==> config.mk <==
export PLATFORM = sky130hd
export DESIGN_NAME = audio_voice_sched
export DESIGN_NICKNAME = d
export VERILOG_FILES = /design/src/rtl/audio_voice_sched.sv
export SDC_FILE = /design/constraint.sdc
export NUM_CORES = 1
export LEC_CHECK = 0
export ABC_AREA = 1
export CORE_ASPECT_RATIO = 1.5
export CORE_MARGIN = 5
export CORE_UTILIZATION = 35
export DETAILED_ROUTE_END_ITERATION = 12
export GPL_TIMING_DRIVEN = 0
export PLACE_DENSITY_LB_ADDON = 0.2
export SLEW_MARGIN = 20
export SYNTH_ARGS = -nofsm -noshare
export SYNTH_HDL_FRONTEND = slang
export SYNTH_SLANG_ARGS = --single-unit
==> constraint.sdc <==
create_clock -name clk100 -period 1.5 [get_ports clk100]
set_input_delay 0.3 -clock clk100 [delete_from_list [all_inputs] [get_ports clk100]]
set_output_delay 0.3 -clock clk100 [all_outputs]
set_load 0.1 [all_outputs]
==> src/rtl/audio_voice_sched.sv <==
// Shares the single codec sample path between the BGM note source and a one-shot SFX
// requester; SFX preempts BGM for a fixed sample count while BGM phase keeps running.
module audio_voice_sched #(
  parameter int                  SAMPLE_W = 24,
  parameter int                  PERIOD_W = 7,
  parameter int                  LEN_W    = 16,
  parameter logic [SAMPLE_W-1:0] SFX_AMP  = 24'h3F0000
) (
  input  logic                clk100,
  input  logic                rst,
  input  logic                enable,
  input  logic                new_sample,
  input  logic [PERIOD_W-1:0] bgm_period,
  input  logic                sfx_req,
  input  logic [PERIOD_W-1:0] sfx_period,
  input  logic [LEN_W-1:0]    sfx_len,
  output logic                sfx_ack,
  output logic                sfx_busy,
  output logic [1:0]          active_src,
  output logic                hphone_valid,
  output logic [SAMPLE_W-1:0] audio_l_in,
  output logic [SAMPLE_W-1:0] audio_r_in
);

  typedef enum logic [1:0] {
    S_OFF = 2'd0,
    S_BGM = 2'd1,
    S_SFX = 2'd2
  } state_t;

  // >= rather than == so a period that shrinks mid-note still wraps
  function automatic logic [PERIOD_W-1:0] phase_next(input logic [PERIOD_W-1:0] ph,
                                                     input logic [PERIOD_W-1:0] per);
    return (ph >= per) ? '0 : ph + 1'b1;
  endfunction

  function automatic logic [SAMPLE_W-1:0] bgm_sample(input logic [PERIOD_W-1:0] ph,
                                                     input logic [PERIOD_W-1:0] per);
    return (per == '0) ? '0 : {ph, {(SAMPLE_W-PERIOD_W){1'b0}}};
  endfunction

  function automatic logic [SAMPLE_W-1:0] sfx_sample(input logic [PERIOD_W-1:0] ph,
                                                     input logic [PERIOD_W-1:0] per);
    return ((per != '0) && (ph <= (per >> 1))) ? SFX_AMP : '0;
  endfunction

  state_t                state_q, state_d;
  logic [PERIOD_W-1:0]   bgm_phase_q, bgm_phase_d;
  logic [PERIOD_W-1:0]   sfx_phase_q, sfx_phase_d;
  logic [PERIOD_W-1:0]   sfx_per_q, sfx_per_d;
  logic [LEN_W-1:0]      sfx_rem_q, sfx_rem_d;
  logic                  sfx_ack_q, sfx_ack_d;
  logic                  valid_q, valid_d;
  logic [SAMPLE_W-1:0]   audio_q, audio_d;
  logic                  accept;

  // the ack cycle still sees the held request; it must not be accepted twice
  assign accept = (state_q == S_BGM) && sfx_req && !sfx_ack_q;

  always_comb begin
    state_d     = state_q;
    bgm_phase_d = bgm_phase_q;
    sfx_phase_d = sfx_phase_q;
    sfx_per_d   = sfx_per_q;
    sfx_rem_d   = sfx_rem_q;
    sfx_ack_d   = 1'b0;
    valid_d     = 1'b0;
    audio_d     = '0;
    if (!enable) begin
      state_d     = S_OFF;
      bgm_phase_d = '0;
      sfx_phase_d = '0;
      sfx_rem_d   = '0;
    end else begin
      case (state_q)
        S_OFF: state_d = S_BGM;
        S_BGM: begin
          if (new_sample) begin
            valid_d     = 1'b1;
            audio_d     = bgm_sample(bgm_phase_q, bgm_period);
            bgm_phase_d = phase_next(bgm_phase_q, bgm_period);
          end
          if (accept) begin
            sfx_ack_d   = 1'b1;
            sfx_per_d   = sfx_period;
            sfx_phase_d = '0;
            sfx_rem_d   = sfx_len;
            if (sfx_len != '0) state_d = S_SFX;
          end
        end
        S_SFX: begin
          if (new_sample) begin
            valid_d     = 1'b1;
            audio_d     = sfx_sample(sfx_phase_q, sfx_per_q);
            bgm_phase_d = phase_next(bgm_phase_q, bgm_period);
            sfx_phase_d = phase_next(sfx_phase_q, sfx_per_q);
            sfx_rem_d   = sfx_rem_q - 1'b1;
            if (sfx_rem_q == LEN_W'(1)) state_d = S_BGM;
          end
        end
        default: state_d = S_OFF;
      endcase
    end
  end

  always_ff @(posedge clk100) begin
    if (rst) begin
      state_q     <= S_OFF;
      bgm_phase_q <= '0;
      sfx_phase_q <= '0;
      sfx_per_q   <= '0;
      sfx_rem_q   <= '0;
      sfx_ack_q   <= 1'b0;
      valid_q     <= 1'b0;
      audio_q     <= '0;
    end else begin
      state_q     <= state_d;
      bgm_phase_q <= bgm_phase_d;
      sfx_phase_q <= sfx_phase_d;
      sfx_per_q   <= sfx_per_d;
      sfx_rem_q   <= sfx_rem_d;
      sfx_ack_q   <= sfx_ack_d;
      valid_q     <= valid_d;
      audio_q     <= audio_d;
    end
  end

  assign sfx_ack      = sfx_ack_q;
  assign sfx_busy     = (state_q == S_SFX);
  assign active_src   = state_q;
  assign hphone_valid = valid_q;
  assign audio_l_in   = audio_q;
  assign audio_r_in   = audio_q;

endmodule

== After elaboration in Yosys (flattened, before gate mapping) ==
Index checks and enable logic that the tools add are counted.
Operators by class
  add/sub/neg operators: 3
  $lt $le $gt $ge: 3
  equal/unequal tests: 7
  muxes and demuxes: 20
  bitwise logic cells: 3
  reduce and logical (&&, ||, !) cells: 17
Operator list (count)
  24-bit two-way mux: 2
  24-bit case mux with 2 select lines: 1
  22-bit two-way mux: 2
  16-bit two-way mux: 2
  16-bit case mux with 2 select lines: 1
  7-bit two-way mux: 4
  16-bit by 1-bit equality test with 1-bit output (second input constant): 1
  16-bit nonzero test: 1
  16-bit by 1-bit subtractor with 16-bit output (second input constant): 1
  7-bit by 1-bit adder with 7-bit output (second input constant): 2
  7-bit greater-or-equal comparator: 2
  7-bit case mux with 2 select lines: 1
  2-bit two-way mux: 4
  7-bit by 6-bit <= comparator with 1-bit output: 1
  7-bit zero test: 1
  7-bit nonzero test: 1
  2-bit case mux with 3 select lines: 1
  3-bit AND reduction: 2
  3-bit OR reduction: 2
  2-bit by 1-bit != test with 1-bit output (second input constant): 2
  2-bit != test (second input constant): 2
  4-bit AND reduction: 1
  2-bit OR reduction: 2
  1-bit logical AND: 3
  other kinds (8): 11
Storage, ports and cells
  flip-flop bits (word level): 65
  bits of input ports: 35
  output and inout bits: 53
  logic and storage cells: 61

== Longest topological paths before layout ==
  word-level depth: 5
  mapped depth: 12
  depth with buffers taken out: 12

== Least setup slack after synthesis ==
Ideal clock, no wire load.
  path kind: register -> register
  start point: register state_q[1], in the netlist active_src[1]
  end point: register sfx_rem_q[9]
  library setup time: 0.122 ns
  arrival time: 2.797 ns
  data required time: 1.378 ns
  path slack: -1.418 ns
  stages on the path, launching flop included: 9
  clock period less this slack: 2.918 ns
  cell sequence: dfxtp_1 > ha_1 > nand2_1 > nand2_2 > o21ai_2 > buf_6 > buf_6 > o21ai_0 > a21oi_1
RTL lines
  start: declaration: RTL line 47  | state_t state_q, state_d;
  start signal: assignment: RTL line 117  | state_q <= state_d;
  2-bit equality test (*)
  via sfx_busy: RTL line 18  | output logic sfx_busy,
  2-bit != test (no line) / 2-bit nonzero test (equally long branches)
  3-bit AND reduction (no line)
  end signal: assignment: RTL line 121  | sfx_rem_q <= sfx_rem_d;
  end: declaration: RTL line 51  | logic [LEN_W-1:0] sfx_rem_q, sfx_rem_d;
Mark *: on every way through the listed nets, which the timed path passes. The rest lies on a longest branch.
A chain may end at the register's enable or synchronous reset.

== Worst setup path after layout ==
  start point: register state_q[0], in the netlist active_src[0]
  end point: register sfx_rem_q[6]
Between the ends
  cells in the longest elaborated chain, start to end: 5
Ends and longest elaborated chain
  2-bit by 1-bit equality test with 1-bit output: RTL line 58, 75
  1-bit logical AND (2 in series): RTL line 58  | assign accept = (state_q == S_BGM) && sfx_req && !sfx_ack_q;
  2-bit != test (no line)
  3-bit AND reduction (no line)
Several ways; a longest one is shown, not always the timed one.

==> results.toml <==
[timing]
finalCritPeriodShare = 1.05
fmax_mhz = 635
rsz0062_at_grt = "yes"
tightest_slew_ps = 552
skew_ps = 6.98
finalSetupViolCount = 21
report.final.slew_viol_count = 0
hold_violations = 0
fin_tns_setup_ps = -565
relSlewSlack = 0.634
period_needed_ps = 1580
finalWorstSetupSlack_ps = -75.2

[power_and_ir_drop]
p_leak_uw = 0.00237
power.density_mw_per_mm2 = 770
max-vdd-ir-drop_v = 0.000434

[logic_synthesis]
yosysWarnings = 0
syn-cell-area_mm2 = 0.00345
yosysSeqAreaShare = 0.285
avgSynthCellArea_um2 = 6.68
ys.flop_type = "dfxtp_1"
ys_seq_elements = 49
async_flop_share = 0
synth_edf_count = 0
synth_cell_type_count = 30
syn_inst = 516

[setup_path]
required_ps = 1730
crit_type = "reg -> reg"
rr_startpoint = "active_src[0]$_SDFFE_PP0P_"
cp-startpoint = "active_src[0]$_SDFFE_PP0P_"
crit_fanout = 5
cp.arrival_ps = 1810
worst_setup_path_start_kind = "flop"
crit_path_top_delay_cell = "dfxtp_4"
cpPeakStageDelay_ps = 380
path_common_cell = "inv_4"
end_kind = "flop"
worstPathCellList = "inv_4, ha_4, inv_4, o21ai_4, buf_6, inv_8, buf_8, o21ai_2, nand2_1, a21oi_2"

[cells_and_area]
utilization = 0.555
fill_cells = 909
drive_gt1_frac = 0.397
antenna_cells = 0
final_cells = 747
layout.nets = 694
syn_to_final_growth_pct = 55.2

[cts]
cts_made_buffers = 5
h-tree-depth = 2
clk_path_buf_depth = 2
root_buffer = "clkbuf_16"
ctsHoldBuffers = 0
clk_pin_slew_worst_paths_ps = 70
cts_tree = "yes"
cts.sinks = 49
clk_latency_ps = 300

[floorplanning]
die_h_um = 132
dieArea_mm2 = 0.0120
die_w_um = 91.0
core_area_mm2 = 0.00963
ioPinCount = 88
start_util = 0.358
core.rowCount = 44

[route]
avgViaCountPerCell = 4.83
vias = 3607
ant_nets = 0
route.detailed.drc = 0
drt_iter0_drc = 133
routed_wl_um = 10300
drt_first_pass_iters = 5
wl_per_cell_um = 13.8

[grt]
antenna_found_initial = 0
grt_start_max_net_pins = 17
grt_pass1_wl_um = 17000
gr-total-overflow = 0
gr-usage-all-layers = 0.168
grt_pass1_vias = 3664

[run_status]
violations = "setup timing"
status = "finished with violations"

[place]
dp_cells = 716
portBuffers = 54
gp_congestion = 0.880
dp_hpwl_um = 7170

[run]
cap_violations = 0

[min_path]
min-delay-start = "new_sample"
hp-class = "in -> reg"
## final cells by class
| type | instances | area [µm²] | area share |
|---|---|---|---|
| sequential | 49 | 1020 | 0.192 |
| clock buffer | 5 | 125 | 0.0234 |
| inverter | 53 | 221 | 0.0414 |
| buffer | 53 | 433 | 0.0810 |
| tap | 115 | 144 | 0.0269 |
| multi-input combinational | 391 | 2580 | 0.483 |
| clock inverter | 3 | 68.8 | 0.0129 |
| timing repair buffer | 78 | 749 | 0.140 |
## cells in the mapped netlist, types with 3 or more instances
library cell,count,area (µm²)
a21oi_1,43,215
buf_2,7,35.0
buf_4,42,315
buf_6,3,33.8
dfxtp_1,49,981
ha_1,28,350
inv_1,51,191
nand2_1,112,420
nand3_1,24,120
nand3b_1,3,22.5
nand4_1,13,81.3
nor2_1,79,297
nor2_2,6,37.5
o21ai_0,28,140
xnor2_1,4,35.0
xor2_1,6,52.6
## kinds of logic (layout without fill, tap and decap cells)
family                   Yosys count  in the layout  synth area share
adder cells (fa/ha/maj)           28             28             0.102
flip-flops                        49             49             0.285
buffers and inverters            107            192             0.171
AND/OR/NAND/NOR                  246            246             0.304
XOR/XNOR                          10             10            0.0254
other                              1             32           0.00109
AO/OA/AOI/OAI                     75             75             0.111
## worst paths after layout
path	endpoint	slack, ps	cells past startpoint
setup reg to reg	sfx_rem_q[6]$_SDFFE_PP0P_	-80	10
hold reg to reg	sfx_per_q[0]$_SDFFE_PP0P_	480	2
setup / recovery	sfx_rem_q[6]$_SDFFE_PP0P_	-80	10
hold / removal	hphone_valid$_SDFF_PP0_	330	3
## critical path, delay by kind of cell, from the launching register on
family,cells,cell delay [ps]
AO/OA/AOI/OAI,3,390
flip-flops,1,380
AND/OR/NAND/NOR,1,80
buffers and inverters,5,450
adder cells (fa/ha/maj),1,200
## layer usage
metal  vias up  track usage  wire [µm]
met5         -            0          0
met4         0       0.0677        268
met3        22       0.0372        488
met2       100        0.303       5640
met1      1667        0.186       3890
li1       1818            -          -
## flip-flops by register name, indices dropped and copies added (netlist names)
signal,flops
sfx_rem_q,16
audio_l_in,8
bgm_phase_q,7
sfx_per_q,7
sfx_phase_q,7
active_src,2
hphone_valid,1
sfx_ack,1
## power by group
part	internal [µW]	switching (µW)	leakage, µW
registers	1320	25.1	0.000409
logic	423	847	0.00187
clock network	963	542	0.0000944
## through the flow
step	hold WS, ps	worst slack, ps	total power (µW)	instance area, µm²
6_report	333	-75.2	4120	5350
3_5_place_dp	472	-536	2390	4300
2_1_floorplan	447	-229	2180	3620
4_1_cts	324	-82.8	4040	4970
3_3_place_gp	464	-538	2380	4300
5_1_grt	354	-133	4280	5350
## layout by cell type, fill, tap and decap left out, types with 6 or more instances in the layout
cell,instances
dfxtp_1,26
inv_2,12
clkdlybuf4s18_2,7
buf_2,11
nand2_2,11
a21oi_2,20
nand3_1,18
clkdlybuf4s50_1,27
nor2_4,7
buf_4,56
dfxtp_4,6
inv_1,34
inv_4,6
o21ai_2,9
o21ai_0,10
nand3_2,6
ha_4,16
nor2_1,65
dfxtp_2,17
nor2_2,13
conb_1,32
nand4_1,13
nand2_4,13
buf_6,14
nand2_1,90
a21oi_1,22
o21ai_1,8
ha_1,12
## repair_timing
item,4_1_cts,5_1_grt
gates cloned,5,0
setup buffers,13,8
endpoints found under the setup margin,63,55
pin swaps,32,42
gates resized for setup,198,97
Power figures use the tool's default switching activity.
